**src/rtl/ycc_pkg.sv**
```systemverilog
// Shared constants for the YCbCr-to-RGB converter: Q8 coefficients and datapath widths.
package ycc_pkg;

  localparam int unsigned PixW = 8;
  localparam int unsigned AccW = 19;

  localparam int OFFSET    = 128;
  localparam int COEF_CR_R = 359;
  localparam int COEF_CB_G = 88;
  localparam int COEF_CR_G = 183;
  localparam int COEF_CB_B = 454;

endpackage

```
**src/rtl/ycc_clamp8.sv**
```systemverilog
// Drops the Q8 fraction of a signed accumulator and saturates it to an unsigned 8-bit pixel.
module ycc_clamp8
  import ycc_pkg::*;
(
  input  logic signed [AccW-1:0] acc,
  output logic        [PixW-1:0] pix,
  output logic                   clip
);

  logic signed [AccW-1:0] shifted;

  assign shifted = acc >>> 8;

  always_comb begin
    pix  = shifted[PixW-1:0];
    clip = 1'b0;
    if (shifted[AccW-1]) begin
      pix  = '0;
      clip = 1'b1;
    end else if (|shifted[AccW-2:PixW]) begin
      pix  = '1;
      clip = 1'b1;
    end
  end

endmodule

```
**src/rtl/ycbcr2rgb.sv**
```systemverilog
// Three-stage YCbCr-to-RGB converter with valid/ready flow control and a per-frame clip counter.
module ycbcr2rgb
  import ycc_pkg::*;
(
  input  logic             clk,
  input  logic             rst_n,
  input  logic [PixW-1:0]  img_Y,
  input  logic [PixW-1:0]  img_Cb,
  input  logic [PixW-1:0]  img_Cr,
  input  logic             in_sof,
  input  logic             in_eol,
  input  logic             in_valid,
  output logic             in_ready,
  output logic [PixW-1:0]  img_R,
  output logic [PixW-1:0]  img_G,
  output logic [PixW-1:0]  img_B,
  output logic             out_sof,
  output logic             out_eol,
  output logic             out_valid,
  input  logic             out_ready,
  output logic [15:0]      clip_count
);

  localparam logic signed [AccW-1:0] OffAcc  = AccW'(OFFSET);
  localparam logic signed [AccW-1:0] CoefCrR = AccW'(COEF_CR_R);
  localparam logic signed [AccW-1:0] CoefCbG = AccW'(COEF_CB_G);
  localparam logic signed [AccW-1:0] CoefCrG = AccW'(COEF_CR_G);
  localparam logic signed [AccW-1:0] CoefCbB = AccW'(COEF_CB_B);

  logic en;
  logic v1, v2, v3;
  logic sof1, eol1, sof2, eol2;

  assign en       = !v3 || out_ready;
  assign in_ready = en;
  assign out_valid = v3;

  // Stage 1 inputs: zero-extended luma in Q8 and signed chroma offsets
  logic signed [AccW-1:0] y_ext, dcb, dcr;
  assign y_ext = $signed({{(AccW-PixW){1'b0}}, img_Y}) <<< 8;
  assign dcb   = $signed({{(AccW-PixW){1'b0}}, img_Cb}) - OffAcc;
  assign dcr   = $signed({{(AccW-PixW){1'b0}}, img_Cr}) - OffAcc;

  logic signed [AccW-1:0] y1, p_cr_r, p_cb_g, p_cr_g, p_cb_b;
  logic signed [AccW-1:0] r_acc, g_acc, b_acc;

  always_ff @(posedge clk or negedge rst_n) begin
    if (!rst_n) begin
      v1 <= 1'b0; sof1 <= 1'b0; eol1 <= 1'b0;
      y1 <= '0; p_cr_r <= '0; p_cb_g <= '0; p_cr_g <= '0; p_cb_b <= '0;
      v2 <= 1'b0; sof2 <= 1'b0; eol2 <= 1'b0;
      r_acc <= '0; g_acc <= '0; b_acc <= '0;
    end else if (en) begin
      v1     <= in_valid;
      sof1   <= in_sof;
      eol1   <= in_eol;
      y1     <= y_ext;
      p_cr_r <= CoefCrR * dcr;
      p_cb_g <= CoefCbG * dcb;
      p_cr_g <= CoefCrG * dcr;
      p_cb_b <= CoefCbB * dcb;
      v2     <= v1;
      sof2   <= sof1;
      eol2   <= eol1;
      r_acc  <= y1 + p_cr_r + OffAcc;
      g_acc  <= y1 - p_cb_g - p_cr_g + OffAcc;
      b_acc  <= y1 + p_cb_b + OffAcc;
    end
  end

  logic [PixW-1:0] r_pix, g_pix, b_pix;
  logic            r_clip, g_clip, b_clip;

  ycc_clamp8 u_clamp_r (.acc(r_acc), .pix(r_pix), .clip(r_clip));
  ycc_clamp8 u_clamp_g (.acc(g_acc), .pix(g_pix), .clip(g_clip));
  ycc_clamp8 u_clamp_b (.acc(b_acc), .pix(b_pix), .clip(b_clip));

  always_ff @(posedge clk or negedge rst_n) begin
    if (!rst_n) begin
      v3 <= 1'b0; out_sof <= 1'b0; out_eol <= 1'b0;
      img_R <= '0; img_G <= '0; img_B <= '0;
    end else if (en) begin
      v3      <= v2;
      out_sof <= sof2;
      out_eol <= eol2;
      img_R   <= r_pix;
      img_G   <= g_pix;
      img_B   <= b_pix;
    end
  end

  // A new frame's clear takes priority over an increment from the previous frame's tail
  logic sof_accept, clip_inc;
  assign sof_accept = in_valid && in_ready && in_sof;
  assign clip_inc   = en && v2 && (r_clip || g_clip || b_clip) && (clip_count != 16'hFFFF);

  always_ff @(posedge clk or negedge rst_n) begin
    if (!rst_n) begin
      clip_count <= '0;
    end else if (sof_accept) begin
      clip_count <= '0;
    end else if (clip_inc) begin
      clip_count <= clip_count + 16'd1;
    end
  end

endmodule

```
**config.mk**
```make
export PLATFORM = sky130hd
export DESIGN_NAME = ycbcr2rgb
export DESIGN_NICKNAME = d
export VERILOG_FILES = /design/src/rtl/ycc_pkg.sv /design/src/rtl/ycc_clamp8.sv /design/src/rtl/ycbcr2rgb.sv
export SDC_FILE = /design/constraint.sdc
export NUM_CORES = 1
export LEC_CHECK = 0
export ABC_CLOCK_PERIOD_IN_PS = 4410
export BUFFER_PORTS_ARGS = -buffer_cell sky130_fd_sc_hd__buf_2
export CAP_MARGIN = 0
export CORE_MARGIN = 2
export CORE_UTILIZATION = 30
export CTS_CLUSTER_SIZE = 8
export DETAILED_ROUTE_END_ITERATION = 6
export GPL_ROUTABILITY_DRIVEN = 0
export PLACE_DENSITY = 0.52
export SETUP_SLACK_MARGIN = 0.2
export SYNTH_ARGS = -nofsm -noshare
export SYNTH_HDL_FRONTEND = slang
export SYNTH_SLANG_ARGS = --single-unit
```
**constraint.sdc**
```tcl
create_clock -name clk -period 4.41 [get_ports clk]
set_clock_uncertainty 0.1 [all_clocks]
set_input_delay 0.882 -clock clk [delete_from_list [all_inputs] [get_ports clk]]
set_output_delay 0.882 -clock clk [all_outputs]
set_load 0.01 [all_outputs]
```
# After elaboration in Yosys (flattened, before gate mapping)
# Index checks and enable logic that the tools add are counted.
# classes
n_addsub	10
n_eq_ne	1
n_reduce_logical	13
mux	14
mul	4
# ops
cell	n
$add A19 B9 Y19 const B	3
$mux W8	6
$add A17 B19 Y19	2
$mul A9 B9 Y18 const A	2
$mux W16	2
$mul A10 B9 Y19 const A	1
$sub A17 B19 Y19	1
$sub A19 B19 Y19	1
$sub A8 B8 Y9 const B	2
$add A16 B1 Y16 const B	1
$ne A16 B16 Y1 const B	1
$mul A5 B9 Y14 const A	1
$reduce_or A3 Y1	3
$mux W1	6
$logic_and A1 B1 Y1	5
$logic_or A1 B1 Y1	3
$reduce_bool A2 Y1	1
$logic_not A1 Y1	1
# totals
output_inout_bits	44
regBits	186
inputBits	30
wordCells	63

# Logic depth before layout (Yosys ltp)
# Gate-level depths: netlist of the first run.
# depth
word_depth	9
depth_mapped	19

# Cells and area by module
# Synthesis of the first run repeated with hierarchy kept, for this count alone.
# unflattened
cells_unflattened	1560
hier_area_um2	13932.1
# by_module_without_submodules
module	instances	cells_per_inst	area_per_inst_um2
ycbcr2rgb	1	1500	13639.3
ycc_clamp8	3	20	97.6

# Worst setup path after synthesis of the first run
# OpenSTA, ideal clock, no wires.
# synth_timing
path_kind	input to register
from	in img_Cr[3]
to	reg p_cr_g[17]
setup_time_ns	0.142
arrival_ns	4.904
stages	17
setup_slack_ns	-0.736
required_ns	4.168
path_cell_list	inv_1 > fa_1 > fa_1 > inv_1 > ha_1 > inv_1 > fa_1 > inv_1 > ha_1 > fa_1 > a21oi_1 > o21ai_0 > a2111oi_0 > o31ai_1 > a21oi_1 > xnor2_1 > a21oi_1
# synth_via
elab_chain_len	2
# synth_rtl
item	line	text
start: declaration	ycbcr2rgb.sv:9	input logic [PixW-1:0] img_Cr,
$sub A8 B8 Y9	ycbcr2rgb.sv:42	assign dcr = $signed({{(AccW-PixW){1'b0}}, img_Cr}) - OffAcc;
$mul A9 B9 Y18	ycbcr2rgb.sv:60	p_cr_g <= CoefCrG * dcr;
end signal: assignment	ycbcr2rgb.sv:60	
end: declaration	ycbcr2rgb.sv:44	logic signed [AccW-1:0] y1, p_cr_r, p_cb_g, p_cr_g, p_cb_b;
# Every way passes these cells.
# A chain may end at the register's enable or synchronous reset.

# Worst setup path after layout of the first run
# layout_timing
from	in img_Cr[5]
to	reg p_cr_g[17]
# Same word-level chain as after synthesis.

==> results.md, run 1 <==
* Vias in the first global route at 9,695
* Slew margin rel. at 0.465
* Number of flops mapped to enable cells by yosys at 0
* Leakage at around 7.6 nW
* Period utilisation layout at 1.01
* RSZ-0062 raised after global routing: true
* Clock Pin Slew Worst Setup and Hold Paths at 0.08 ns
* Critical R2R Capture: g_acc[18]
* Drt pass-1 iters at 4
* WL per Instance at 14.2 µm
* Clk sinks at 146
* Vias at 9,669
* WP buf/inv at 5
* DP HPWL at 23,200 µm
* Reg2reg setup slack at between 1 and 1.5 ns
* GR Overflow Total at 0
* # H-tree levels at 4
* Yosys cell types at 69
* Boundary pin count at 74
* CTS Root Cell: clkbuf_16
* Reg2reg start: y1[8]
* Largest stage delay, worst path at approximately 0.5 ns
* Met1 Use GR at 0.192
* CP Data Required Time at 4.60 ns
* Hold WS at 0.373 ns
* Worst setup path end: p_cr_g[17]
* Peak Freq at 225 MHz
* Share of cells above drive strength 1 at 0.233
* Critical path, cell by cell: buf_8 > inv_4 > fa_2 > fa_1 > inv_2 > ha_4 > inv_2 > fa_1 > inv_2 > ha_4 > fa_2 > a21oi_4 > o21ai_4 > a2111oi_4 > o31ai_2 > a21oi_1 > xnor2_1 > a21oi_1
* Largest net degree at the start of global routing at 161
* DRC at 0
* Avg Inst Size Synth at just over 9 µm²
* Post-route cell area at between 15,000 and 20,000 µm²
* Synth Cell Area at 12,600 µm²
* Maximum vdd drop at ~0.45 mV
* Crit path launch: img_Cr[5]
* Failing checks: negative setup slack
* Place WS at -0.631 ns
* Mapped Cells at 1,376
* # rows at 75
* Worst path depth at 18
* Critical path class: primary input to register
* CP max FO at 3
* Hold Vio Cnt, Final at 0
* Final ANT Viol Nets at 0
* CP arrival at approximately 4.6 ns
* Fillers at around 4.2k
* CTS tree: yes
* Synth warn at 0
* Routed WL at 29,700 µm
* Fin crit period at 4.44 ns
* Worst setup margin at -0.0345 ns
* Final setup violation count at 2
* Initial antenna violation count at 3
* Total track usage at 0.138
* Most frequent cells in the layout: inv_1, ha_1, nand2_1, dfrtp_1, nor2_1
* Met2 Usage GRT at 0.228
* Clk buf depth at 2
* Placed Area at 14,500 µm²
* Syn_nets at between 1.5k and 2k
* Die height at 209 µm
* Die width at 209 µm
* Global-route wire length before repair at about 49,000 µm
* Nets at around 1.8k
* Outcome: finished with violations
* CP endpoint kind: register
* Met3 Resource Use GR at 0.0198
* Maxcap violations at 0
* DRT iter0 DRCs at between 300 and 400
* Register-to-Register Path Depth at 10
* Worst skew pair latency at ~0.44 ns
* Via/cell ratio at 4.64
* Worst Tran Pin Value at about 0.8 ns
* Crit path launch type: primary input
* IO buf count at 73
* Most frequent CP cell: inv_2
* Core area at 41,700 µm²
* Worst path top cell family by delay: adder cells
* Area Growth Syn to Fin at 24.7%
* Post-synth top flop: dfrtp_1
* Synth async-reset ratio at 1.00
* Slowest-stage cell, CP: fa_1
* Slew Limit Fails at 0
* Seq/Total Area, Yosys at 0.290
* Hold WC Path Type: register to register
* GRT busiest layer: met2
* Most common library cell in the layout ignoring fill and taps: inv_1
* CTS buffer count at 17
* PD cells at 653 nW/µm²
* Synth Register Bits at between 100 and 150
* DIE AREA at between 40,000 and 50,000 µm²
* Initial core utilization at 0.302
[registers in the layout, summed over array words and instances, names as in the netlist]
name	flops
eol2	1
img_R	8
eol1	1
v2	1
y1	8
sof1	1
v1	1
p_cr_r	16
p_cb_b	15
r_acc	11
clip_count	16
p_cr_g	14
img_G	8
p_cb_g	11
img_B	8
out_eol	1
out_valid	1
sof2	1
out_sof	1
b_acc	11
g_acc	11
[kinds of logic (layout without fill, tap and decap cells)]
family,count (synthesis),in the layout,synth area share
AO/OA/AOI/OAI,277,277,0.142
flip-flops,146,146,0.290
XOR/XNOR,63,63,0.0445
AND/OR/NAND/NOR,372,372,0.136
other,0,1,0
buffers and inverters,247,416,0.0784
adder cells (fa/ha/maj),263,263,0.302
multiplexers,8,8,0.00647
[synthesized netlist by cell type, drive strengths merged, types with 3 or more instances]
cell / instances / share of area
nand4b: 3 / 0.0021
nand3b: 4 / 0.0024
mux2i: 7 / 0.0056
o21ai: 65 / 0.027
a21boi: 6 / 0.0036
nand4: 7 / 0.0047
clkbuf: 29 / 0.0087
a21o: 15 / 0.0090
xnor2: 30 / 0.021
nor3b: 8 / 0.0048
a21oi: 84 / 0.034
nand3: 16 / 0.0064
and3: 8 / 0.0040
fa: 68 / 0.11
o21bai: 9 / 0.0054
a211oi: 9 / 0.0054
o311ai: 4 / 0.0028
dfrtp: 146 / 0.29
o211ai: 7 / 0.0042
ha: 195 / 0.19
xor2: 33 / 0.023
o31ai: 38 / 0.023
a211o: 3 / 0.0021
inv: 202 / 0.060
nand2b: 4 / 0.0020
nor2b: 9 / 0.0045
buf: 16 / 0.0095
nor2: 108 / 0.032
a31oi: 3 / 0.0015
nand2: 151 / 0.045
o2111ai: 3 / 0.0021
or3: 15 / 0.0082
or2: 7 / 0.0035
and4: 4 / 0.0028
nor3: 19 / 0.0076
o21a: 16 / 0.0096
or4b: 3 / 0.0024
[stage by stage]
stage                     total power [mW]  utilization  setup TNS (ns)  instances
after CTS                             10.2        0.371         -0.0911       2077
after global routing                  11.2        0.376          -0.947       2084
after detailed placement              8.31        0.349          -11.31       2041
after global placement                8.23        0.349          -10.34       2041
after floorplan                       6.53            -           -1.79       1376
final                                 10.2        0.376         -0.0613       2085
[tightest hold or removal path: stages, from the launching register on]
cell and delay, ns:
dfrtp_1 0.35, nand2_1 0.05, nand2_1 0.05
[power breakdown]
group | switching [mW] | internal [mW]
Clock | 0.661 | 0.864
Combinational | 3.42 | 2.98
Sequential | 0.400 | 1.92
Total | 4.48 | 5.76
[timing repair]
action,in CTS,in global routing
hold buffers,0,0
gates resized for setup,61,44
pin swaps,43,50
buffers inserted,4,7
setup endpoints to repair,22,24
gates cloned,0,0
[how the worst min path moves through the flow]
stage,from,to,slack (ns),depth (start not counted)
2_1_floorplan,p_cr_r[1],p_cr_r[1],0.33,2
3_3_place_gp,p_cr_r[1],p_cr_r[1],0.35,2
3_5_place_dp,sof2,sof2,0.36,2
4_1_cts,sof2,sof2,0.38,2
5_1_grt,img_R[7],img_R[7],0.40,2
6_report,sof2,sof2,0.37,2
[layer usage]
layer / vias to the layer above / routed length (µm)
li1: 4929 / -
met1: 4634 / 14700
met2: 88 / 14100
met3: 14 / 717
met4: 4 / 158
met5: - / 30
[cell type report]
| class | count | area [µm²] | area share |
|---|---|---|---|
| multi-input cells | 983 | 8660 | 0.552 |
| flip-flops and latches | 146 | 3650 | 0.233 |
| diodes | 1 | 2.50 | 0.000160 |
| well taps | 539 | 674 | 0.0430 |
| clock buffers | 17 | 425 | 0.0271 |
| repair buffers | 182 | 1310 | 0.0834 |
| clock inverters | 15 | 186 | 0.0119 |
| inverters | 202 | 778 | 0.0496 |
Power figures use the tool's default switching activity.
==> inputs of run 2 (changes only) <==
- ABC_CLOCK_PERIOD_IN_PS: 4410 -> 5100
- clock period: 4.41 -> 5.1 ns (I/O delays scaled with it)
==> run 2 against run 1 <==
The run now ends clean. Combinational power shrank 25%. Sequential power shrank 13%. Routed wire length shrank 3.6%. Critical path type unchanged. Largest cell class unchanged. Largest power group unchanged.
==> results.md, run 2 (synthesis results as in run 1) <==
* Outcome: completed
* Final setup violation count at 0 (-2)
* Die height at 209 µm (unchanged)
* Via/cell ratio at 4.62 (-0.27%)
* Clk sinks at 146 (unchanged)
* IO buf count at 73 (unchanged)
* Peak Freq at 209 MHz
* Final ANT Viol Nets at 0 (unchanged)
* Fin crit period at 4.78 ns
* DRC at 0 (unchanged)
* Most common library cell in the layout ignoring fill and taps: inv_1
* Maximum vdd drop at 0.306 mV (-32%)
* Slowest-stage cell, CP: or4b_2
* CP max FO at 4 (+1)
* Crit path launch type: primary input
* Global-route wire length before repair at 47,300 µm (-4.2%)
* Core area at 41,700 µm² (unchanged)
* CTS buffer count at 17 (unchanged)
* CP arrival at 5.04 ns (+0.40 ns)
* Share of cells above drive strength 1 at 0.161 (-0.0723)
* Boundary pin count at 74 (unchanged)
* Top Registers: clip_count: 16 flops, p_cr_r: 16 flops, p_cb_b: 15 flops
* Hold Path Depth at 2 (unchanged)
* Initial antenna violation count at 1 (-2)
* Placed Area at 14,000 µm² (-3.7%)
* CP endpoint kind: register
* Slew margin rel. at 0.408 (-0.0568)
* Worst setup margin at 0.319 ns (+0.354 ns)
* PD cells at 549 nW/µm² (-16%)
* Initial core utilization at 0.302 (unchanged)
* Core Util, Final at 0.353 (-0.0230)
* Hold WS at 0.367 ns (-0.00622 ns)
* Largest stage delay, worst path at 0.61 ns (+0.11 ns)
* Nets at 1,786 (-2.1%)
* Hold WC Path Type: register to register
* Die width at 209 µm (unchanged)
* Largest net degree at the start of global routing at 161 (unchanged)
* Place WS at -0.176 ns (+0.455 ns)
* TNS Setup at 0 ns (+0.0613 ns)
* DP HPWL at 22,400 µm (-3.3%)
* Slew Limit Fails at 0 (unchanged)
* Clk buf depth at 2 (unchanged)
* Register-to-Register Path Depth at 9 (-1)
* Total track usage at 0.134 (-0.00411)
* Cells after DPL at 2,013 (-1.4%)
* Most frequent cells in the layout: inv_1, ha_1, nand2_1, dfrtp_1, nor2_1
* CTS Root Cell: clkbuf_16
* Critical path, cell by cell: buf_2 > fa_1 > ha_1 > inv_2 > fa_2 > inv_2 > fa_1 > inv_1 > fa_1 > inv_2 > ha_4 > a31o_2 > a21oi_2 > o21ai_1 > a21oi_2 > o21ai_1 > or4b_2 > nand3_1
* CP Data Required Time at 5.36 ns (+0.76 ns)
* Vias at 9,458 (-2.2%)
* Worst skew pair latency at 0.43 ns (about the same)
* CTS tree: yes
* Register area at 3650 µm² (unchanged)
* DIE AREA at 43,600 µm² (unchanged)
* # H-tree levels at 4 (unchanged)
* Worst Tran Pin Value at 0.888 ns (+0.0852 ns)
* Vias in the first global route at 9,165 (-5.5%)
* Routed WL at 28,600 µm (-3.6%)
* N_diodes at 0 (-1)
* Power, Total at 8.09 mW (-21%)
* Area Growth Syn to Fin at 17.1%
* Fillers at 4,298 (+1.2%)
* Hold Vio Cnt, Final at 0 (unchanged)
* RSZ-0062 raised after global routing: true
* Clock Pin Slew Worst Setup and Hold Paths at 0.07 ns (about the same)
* Post-route cell area at 14,700 µm² (-6.1%)
* GR Overflow Total at 0 (unchanged)
* Post-CTS Repair Setup Buffers at 0 (-4)
* DRT iter0 DRCs at 421 (+14%)
* Critical path class: primary input to register
* Leakage at 7.40 nW (-3.1%)
* Final Non-Filler Cells at 2,045 (-1.9%)
* Drt pass-1 iters at 5 (+1)
* Hold Buf Count CTS at 0 (unchanged)
* Reg2reg setup slack at 1.72 ns (+0.49 ns)
* Multi-input logic area at 8120 µm² (-6.2%)
* WL per Instance at 14.0 µm (-1.7%)
* Maxcap violations at 0 (unchanged)
* # rows at 75 (unchanged)
* Period utilisation layout at 0.937
## run 2: cell types whose count changed in the layout (fill, tap and decap cells not counted), sizes merged
| cell | before | now |
|---|---|---|
| buf | 182 | 143 |
| bufinv | 2 | 0 |
| clkinv | 2 | 7 |
| clkinvlp | 4 | 2 |
| diode | 1 | 0 |
| inv | 209 | 208 |
## run 2: final cells by class
class	instances	share of cell area
clock buffers	17	0.0289
clock inverters	15	0.0124
inverters	202	0.0519
multi-input cells	983	0.551
flip-flops and latches	146	0.248
well taps	539	0.0458
repair buffers	143	0.0618
## run 2: worst paths after layout
check                      startpoint        endpoint
hold / removal              p_cr_r[1]       p_cr_r[1]
setup / recovery            img_Cb[0]      p_cb_b[17]
hold reg to reg             p_cr_r[1]       p_cr_r[1]
setup reg to reg                y1[8]       g_acc[16]
min in group asynchronous       rst_n  clip_count[10]
max in group asynchronous       rst_n          y1[10]
## run 2: metal layers
layer	up-vias	share of wire	GRT usage
met5	-	0.00045	0
met1	4493	0.50	0.190
li1	4853	-	-
met4	2	0.0094	0.0249
met2	95	0.46	0.213
met3	15	0.027	0.0260
## run 2: critical path, delay by kind of cell
| kind | cells | cell delay (ns) |
|---|---|---|
| AOI/OAI and AO/OA | 5 | 0.66 |
| adders and majority gates | 6 | 2.32 |
| buffers and inverters | 5 | 0.34 |
| and+or+nand+nor | 2 | 0.69 |
## run 2: what timing repair did
| action | in CTS | in global routing |
|---|---|---|
| hold endpoints to repair | 0 | 0 |
| setup endpoints to repair | 0 | 12 |
| gates resized for setup | 0 | 29 |
## run 2: power breakdown
group	leakage (nW)	internal, mW	total (mW)	switching [mW]
Sequential	1.76	1.66	2.01	0.350
Combinational	5.35	2.13	4.80	2.67
Clock	0.293	0.667	1.28	0.614
Total	7.40	4.46	8.09	3.63
